$ cat config.mk
export PLATFORM = sky130hd
export DESIGN_NAME = truth_table_sweeper
export DESIGN_NICKNAME = d
export VERILOG_FILES = /design/src/rtl/truth_table_pkg.sv /design/src/rtl/settle_timer.sv /design/src/rtl/truth_table_sweeper.sv
export SDC_FILE = /design/constraint.sdc
export NUM_CORES = 1
export LEC_CHECK = 0
export ABC_AREA = 1
export BUFFER_PORTS_ARGS = -buffer_cell sky130_fd_sc_hd__buf_2
export CAP_MARGIN = 25
export CELL_PAD_IN_SITES_DETAIL_PLACEMENT = 1
export CELL_PAD_IN_SITES_GLOBAL_PLACEMENT = 1
export CORE_MARGIN = 2
export CORE_UTILIZATION = 36
export CTS_CLUSTER_DIAMETER = 80
export DETAILED_ROUTE_END_ITERATION = 10
export GPL_TIMING_DRIVEN = 1
export PLACE_DENSITY_LB_ADDON = 0.12
export SLEW_MARGIN = 20
export SYNTH_ARGS = -nofsm -noshare
export SYNTH_HDL_FRONTEND = slang
export SYNTH_SLANG_ARGS = --single-unit
$ cat constraint.sdc
create_clock -name clk -period 1.3 [get_ports clk]
set_input_delay 0.065 -clock clk [delete_from_list [all_inputs] [get_ports clk]]
set_output_delay 0.065 -clock clk [all_outputs]
set_load 0.005 [all_outputs]
$ cat src/rtl/truth_table_pkg.sv
// rtl/truth_table_pkg.sv - shared types, sizes and row mapping for the truth-table sweeper
package truth_table_pkg;

   localparam int unsigned NUM_ROWS = 8;
   localparam int unsigned TABLE_W  = 8;
   localparam int unsigned ROW_W    = 3;

   typedef enum logic [1:0] {
      ST_IDLE   = 2'd0,
      ST_APPLY  = 2'd1,
      ST_SAMPLE = 2'd2,
      ST_DONE   = 2'd3
   } state_t;

   // Row {in1,in2,in3} lands in table bit (NUM_ROWS-1 - row): row 000 is the MSB.
   function automatic logic [ROW_W-1:0] row_to_bit(input logic [ROW_W-1:0] row);
      return ROW_W'(NUM_ROWS - 1) - row;
   endfunction

endpackage

$ cat src/rtl/settle_timer.sv
// rtl/settle_timer.sv - loadable down-counter that flags the last cycle of a row hold
module settle_timer #(
   parameter int unsigned SETTLE_CYCLES = 4
) (
   input  logic clk,
   input  logic rst,
   input  logic i_load,
   output logic o_expire
);

   localparam int unsigned CNT_W = $clog2(SETTLE_CYCLES + 1);

   logic [CNT_W-1:0] r_count;

   // Reload with the hold length, then count down and park at zero.
   // Counting starts at SETTLE_CYCLES so the count reads 1 in the final hold cycle.
   always_ff @(posedge clk) begin
      if (rst) begin
         r_count <= '0;
      end else if (i_load) begin
         r_count <= CNT_W'(SETTLE_CYCLES);
      end else if (r_count != '0) begin
         r_count <= r_count - CNT_W'(1);
      end
   end

   assign o_expire = (r_count == CNT_W'(1));

endmodule

$ cat src/rtl/truth_table_sweeper.sv
// rtl/truth_table_sweeper.sv - walks a 3-input gate through all 8 rows and reports its truth table
module truth_table_sweeper
   import truth_table_pkg::*;
#(
   parameter int unsigned SETTLE_CYCLES = 4
) (
   input  logic               clk,
   input  logic               rst,
   input  logic               start,
   input  logic               abort,
   input  logic [TABLE_W-1:0] expected,
   output logic               dut_in1,
   output logic               dut_in2,
   output logic               dut_in3,
   input  logic               dut_out,
   output logic               busy,
   output logic               done,
   output logic [TABLE_W-1:0] table_out,
   output logic               match,
   output logic [TABLE_W-1:0] mismatch_mask
);

   state_t             r_state;
   state_t             w_next_state;

   logic [ROW_W-1:0]   r_row;
   logic [ROW_W-1:0]   r_drive;
   logic [TABLE_W-1:0] r_expected;
   logic [TABLE_W-1:0] r_result;
   logic               r_busy;
   logic               r_done;
   logic [TABLE_W-1:0] r_table;
   logic               r_match;
   logic [TABLE_W-1:0] r_mask;

   logic               w_start;
   logic               w_load;
   logic               w_store;
   logic               w_advance;
   logic               w_finish;
   logic               w_cancel;
   logic               w_expire;
   logic [TABLE_W-1:0] w_result_next;

   settle_timer #(
      .SETTLE_CYCLES (SETTLE_CYCLES)
   ) u_settle_timer (
      .clk      (clk),
      .rst      (rst),
      .i_load   (w_load),
      .o_expire (w_expire)
   );

   // State register.
   always_ff @(posedge clk) begin
      if (rst) begin
         r_state <= ST_IDLE;
      end else begin
         r_state <= w_next_state;
      end
   end

   // Next-state decode and the datapath strobes it issues.
   // Abort beats start in IDLE; DONE always runs to completion and ignores abort.
   always_comb begin
      w_next_state = r_state;
      w_start      = 1'b0;
      w_load       = 1'b0;
      w_store      = 1'b0;
      w_advance    = 1'b0;
      w_finish     = 1'b0;
      w_cancel     = 1'b0;
      case (r_state)
         ST_IDLE: begin
            if (start && !abort) begin
               w_next_state = ST_APPLY;
               w_start      = 1'b1;
               w_load       = 1'b1;
            end
         end
         ST_APPLY: begin
            if (abort) begin
               w_next_state = ST_IDLE;
               w_cancel     = 1'b1;
            end else if (w_expire) begin
               w_next_state = ST_SAMPLE;
            end
         end
         ST_SAMPLE: begin
            if (abort) begin
               w_next_state = ST_IDLE;
               w_cancel     = 1'b1;
            end else begin
               w_store = 1'b1;
               if (r_row == ROW_W'(NUM_ROWS - 1)) begin
                  w_next_state = ST_DONE;
                  w_finish     = 1'b1;
               end else begin
                  w_next_state = ST_APPLY;
                  w_load       = 1'b1;
                  w_advance    = 1'b1;
               end
            end
         end
         ST_DONE: begin
            w_next_state = ST_IDLE;
         end
         default: begin
            w_next_state = ST_IDLE;
         end
      endcase
   end

   // Result word with the current row's sample merged in, used on the sampling edge.
   always_comb begin
      w_result_next = r_result;
      w_result_next[row_to_bit(r_row)] = dut_out;
   end

   // Sweep datapath: row counter, gate drive, partial result and published results.
   // Published results only move on the edge that enters DONE, so abort and a
   // mid-sweep reset never expose a partial table.
   always_ff @(posedge clk) begin
      if (rst) begin
         r_row      <= '0;
         r_drive    <= '0;
         r_expected <= '0;
         r_result   <= '0;
         r_busy     <= 1'b0;
         r_done     <= 1'b0;
         r_table    <= '0;
         r_match    <= 1'b0;
         r_mask     <= '0;
      end else begin
         r_done <= w_finish;
         if (w_start) begin
            r_expected <= expected;
            r_row      <= '0;
            r_drive    <= '0;
            r_result   <= '0;
            r_busy     <= 1'b1;
         end
         if (w_store) begin
            r_result <= w_result_next;
         end
         if (w_advance) begin
            r_row   <= r_row + ROW_W'(1);
            r_drive <= r_row + ROW_W'(1);
         end
         if (w_finish) begin
            r_table <= w_result_next;
            r_match <= (w_result_next == r_expected);
            r_mask  <= w_result_next ^ r_expected;
         end
         if (w_finish || w_cancel) begin
            r_row   <= '0;
            r_drive <= '0;
            r_busy  <= 1'b0;
         end
      end
   end

   assign dut_in1       = r_drive[2];
   assign dut_in2       = r_drive[1];
   assign dut_in3       = r_drive[0];
   assign busy          = r_busy;
   assign done          = r_done;
   assign table_out     = r_table;
   assign match         = r_match;
   assign mismatch_mask = r_mask;

endmodule
Yosys cells after proc, flatten, opt, wreduce, memory -nomap -nowiden
Index checks and enable logic that the tools add are counted.
Word-level totals
  flip-flop bits (word level): 43
  bits of input ports: 13
  output and inout bits: 22
  word-level logic and storage cells: 66
Operators by class
  add/subtract/negate cells: 3
  $lt $le $gt $ge: 2
  equality and inequality tests: 8
  multiplexer cells: 28
  bitwise operators: 1
  reduce and logical (&&, ||, !) cells: 13
Operators with widths (count)
  $mux W8: 2
  $mux W1: 13
  $mux W3: 4
  $mux W2: 5
  $bwmux W8: 1
  $eq A8 B8 Y1: 1
  $pmux W2 S4: 1
  $xor A8 B8 Y8: 1
  $reduce_bool A2 Y1: 3
  $reduce_or A2 Y1: 3
  $eq A2 B2 Y1 const B: 2
  $lt A3 B4 Y1 const B: 1
  $add A3 B1 Y3 const B: 1
  $demux W1 S3: 1
  $eq A3 B1 Y1 const B: 1
  $eq A3 B3 Y1 const B: 1
  $ge A3 B1 Y1 const B: 1
  $ne A3 B2 Y1 const B: 1
  $reduce_bool A3 Y1: 1
  $sub A3 B1 Y3 const B: 1
  $sub A3 B3 Y3 const A: 1
  $eq A2 B1 Y1 const B: 1
  $logic_and A1 B1 Y1: 2
  $logic_not A2 Y1: 1
  other kinds (5): 5

Depth between registers and ports, before layout
  depth in word-level cells: 7
  depth in mapped cells: 10

Hierarchy
A second synthesis with hierarchy kept.
Second synthesis, totals
  cell total of the unflattened synthesis: 275
  area total of the unflattened synthesis: 2030.7 µm²
Modules (own cells, without submodules)
  truth_table_sweeper: instances 1, cells an instance 246, area an instance 1841.8 µm²
  settle_timer: instances 1, cells an instance 29, area an instance 188.9 µm²

Worst setup path before layout
OpenSTA, ideal clock, no wires.
  kind: register -> register
  start: reg r_drive[0] (netlist name)
  end: reg r_table[6], in the netlist table_out[6]
  setup time: 0.117 ns
  arrival: 1.352 ns
  data required time: 1.183 ns
  setup slack: -0.170 ns
  cell stages (with the launch flop): 8
  path buffers: 1
  path through: dfxtp_1 > ha_1 > ha_1 > nand2_4 > nand2_1 > inv_2 > buf_4 > a32o_1
RTL lines
  end signal, assigned: RTL line truth_table_sweeper.sv:151  | r_table <= w_result_next;
  end, declared: RTL line truth_table_sweeper.sv:32  | logic [TABLE_W-1:0] r_table;

==> impl_metrics.toml <==
[sta]
slew_headroom_pct = 83.18
hold_viol_final = 0
worst_clock_skew_ps = 4.357
tightest_slew_ps = 252.3
finalWorstSetupSlack_ps = -254.7
holdWs_ps = 35.85
finalSetupTns_ps = -2521
max_clock_freq_mhz = 643.2
fin_crit_ps = 1555
maxSlewViolCount = 0
finalSetupViolCount = 26
fin_crit_sh_pct = 119.6
rsz0062_at_grt = "true"

[global_routing]
grt_usage_pct = 23.64
grt_pass1_vias = 2377
grt_max_degree = 14
grt_antenna_before_repair = 0
grt_pass1_wl_mm = 11.54
grt_remaining_overflow = 0

[layout]
fin_area_sq_um = 3491
multi_input_area_sq_um = 1435
final_nets = 399
drive_gt1_share_pct = 56.35
areaGrowthSynthToFinish_pct = 68.07
nFillCells = 670
final-instance-count-excl-fill = 450
seqCellArea_sq_um = 877.1
n_antenna_cell = 0

[worst_setup_path]
crit_path_max_incr_delay_ps = 400
cp-start-kind = "register"
timing.rr.start = "r_drive[2]$_SDFFE_PP0P_"
cpMaxStageDelayCell = "dfxtp_4"
crit_family = "compound AO/OA/AOI/OAI gates"
cp-end-kind = "register"
cp.arrival_ps = 1750
setup.worst_path.class = "reg2reg"
cp_common_cell = "buf_6"
crit_fanout = 5
critPathRequiredTime_ps = 1500
crit_chain = "buf_6 -> buf_6 -> nand3_4 -> o21ai_2 -> nand2_1 -> a21oi_2 -> or2_1 -> inv_1"
crit_buf_inv = 3
crit_start = "r_drive[2]$_SDFFE_PP0P_"

[placed_design]
dp_slack_ps = -309.1
placed_cell_area_sq_um = 2706
placedCellCount = 416
hpwlAfterDp_mm = 4.907
gp_congestion = 0.7668
io_buffers = 34

[clocking]
cts-root-buf = "clkbuf_8"
numCtsBuffers = 5
cts.path.max_buffers = 2
clk_pin_slew_ps = 90
cts_num_sinks = 43
clock_latency_ps = 300
htreeDepth = 2
cts_tree = "built"

[routing]
antenna_left = 0
first_pass_iters = 4
drtIter0Drc = 118
wirelength_mm = 9.345
wire_per_inst_microns = 20.77
drcViolationCount = 0
vias = 2422
viasPerCell = 5.382

[die]
ios = 35
die-width_microns = 79.96
core.rowCount = 27
coreArea_sq_um = 5540
initial_core_util_pct = 37.49
die-area_sq_um = 6393
die_h_microns = 79.96

[synthesis]
synth-edff-count = 0
mappedNetlistNets = 295
synth_area_sq_um = 2077
synth-compound-area-share_pct = 14.94
yosys_warnings = 0
async_flop_share_pct = 0
synth_cells = 273
synth_top_family_by_area = "simple AND/OR/NAND/NOR gates"
synth_fa_ha_area_share_pct = 5.422
ys_types = 35
synth_xor_xnor_area_share_pct = 0.4217
seq_area_frac_synth_pct = 41.45
avgSynthCellArea_sq_um = 7.608
synthSimpleGateAreaFrac_pct = 28.07
synthMuxAreaShare_pct = 0.4819
synthFlopType = "dfxtp_1"
ys_ff_latch = 43

[pwr]
leakage_uw = 0.001525
power.density_nw_per_um2 = 896.4
vdd_drop_max_uv = 723.5

[outcome]
status = "complete, but fails checks"
violations = "setup timing"

[hold_path]
hold_class = "in2reg"
hold_path.startpoint = "expected[3]"

[run]
drv_cap = 0
## tightest hold or removal path: stages
cell and delay, ps:
buf_2 80, o21ai_1 60, a21oi_1 100
## cell type report
class / instances / share of cell area (%)
clock buffers: 6 / 2.079
clock inverters: 2 / 0.3226
inverters: 35 / 4.910
multi-input cells: 187 / 41.11
flip-flops and latches: 43 / 25.13
well taps: 72 / 2.581
repair buffers: 105 / 23.87
## what timing repair did
item | CTS | global route
cloned | 0 | 0
hold buffers | 0 | 0
buffers inserted | 15 | 12
setup endpoints to repair | 42 | 41
resized for setup | 57 | 97
pin swaps | 21 | 33
## per-stage QoR
| stage | total power (uW) | util (%) |
|---|---|---|
| floorplan | 1783 | - |
| global placement | 1972 | 48.85 |
| detailed placement | 1994 | 48.85 |
| CTS | 2956 | 55.15 |
| global route | 3284 | 63.01 |
| finish | 3129 | 63.01 |
## flip-flops by register name, summed over array words and instances, names as in the netlist
register / cells
mismatch_mask: 8
busy: 1
u_settle_timer.r_count: 3
r_result: 8
r_drive: 3
done: 1
r_expected: 8
r_state: 2
table_out: 8
match: 1
## final timing paths
| path | end | slack [ps] | cells after the start |
|---|---|---|---|
| max | mismatch_mask[1]$_SDFFE_PP0P_ | -250 | 8 |
| min | r_expected[3]$_SDFFE_PP0P_ | 40 | 3 |
| max reg2reg | mismatch_mask[1]$_SDFFE_PP0P_ | -250 | 8 |
| min reg2reg | table_out[6]$_SDFFE_PP0P_ | 470 | 1 |
## power breakdown
part           switching, uW  internal (uW)
combinational            468            364
sequential              49.8           1380
clock                    491            378
total                   1010           2120
## cell usage in the layout, fill, tap and decap left out, types with 5 or more instances in the layout
cell,count
nand2_1,35
inv_4,8
buf_4,44
nand2_4,7
o21ai_0,5
a21oi_1,11
buf_6,22
inv_1,22
a21oi_2,11
nand4_1,8
o21ai_1,9
dfxtp_1,38
o21ai_2,5
nand2_2,25
nand3_1,16
buf_2,34
ha_4,5
nand3_2,10
clkbuf_8,5
nor2_4,5
## cells by family (layout without fill, tap and decap cells)
| family | count (synthesis) | after routing |
|---|---|---|
| buffers and inverters | 43 | 148 |
| adders and majority gates | 9 | 9 |
| AOI/OAI and AO/OA | 53 | 53 |
| muxes | 1 | 1 |
| and+or+nand+nor | 123 | 123 |
| xor gates and xnor gates | 1 | 1 |
| DFF | 43 | 43 |
## routing by layer
layer	share of wire, %	vias up	global-route usage, %
met1	40	1197	27.62
met3	5.4	21	3.167
li1	-	1120	-
met5	0	-	0
met4	2.7	0	5.763
met2	52	84	44.92
## Yosys cell counts (3+ instances only)
cell | count | share of area (%)
nand2_1 | 66 | 12
dfxtp_1 | 43 | 41
inv_1 | 30 | 5.4
nand3_1 | 28 | 6.7
a21oi_1 | 21 | 5.1
o21ai_0 | 19 | 4.6
ha_1 | 9 | 5.4
nand4_1 | 8 | 2.4
nor2_1 | 7 | 1.3
a32o_1 | 4 | 1.9
inv_2 | 4 | 0.72
a22o_1 | 3 | 1.3
buf_4 | 3 | 1.1
nand2_2 | 3 | 0.90
Note: power is estimated with default switching activity, not from simulation.
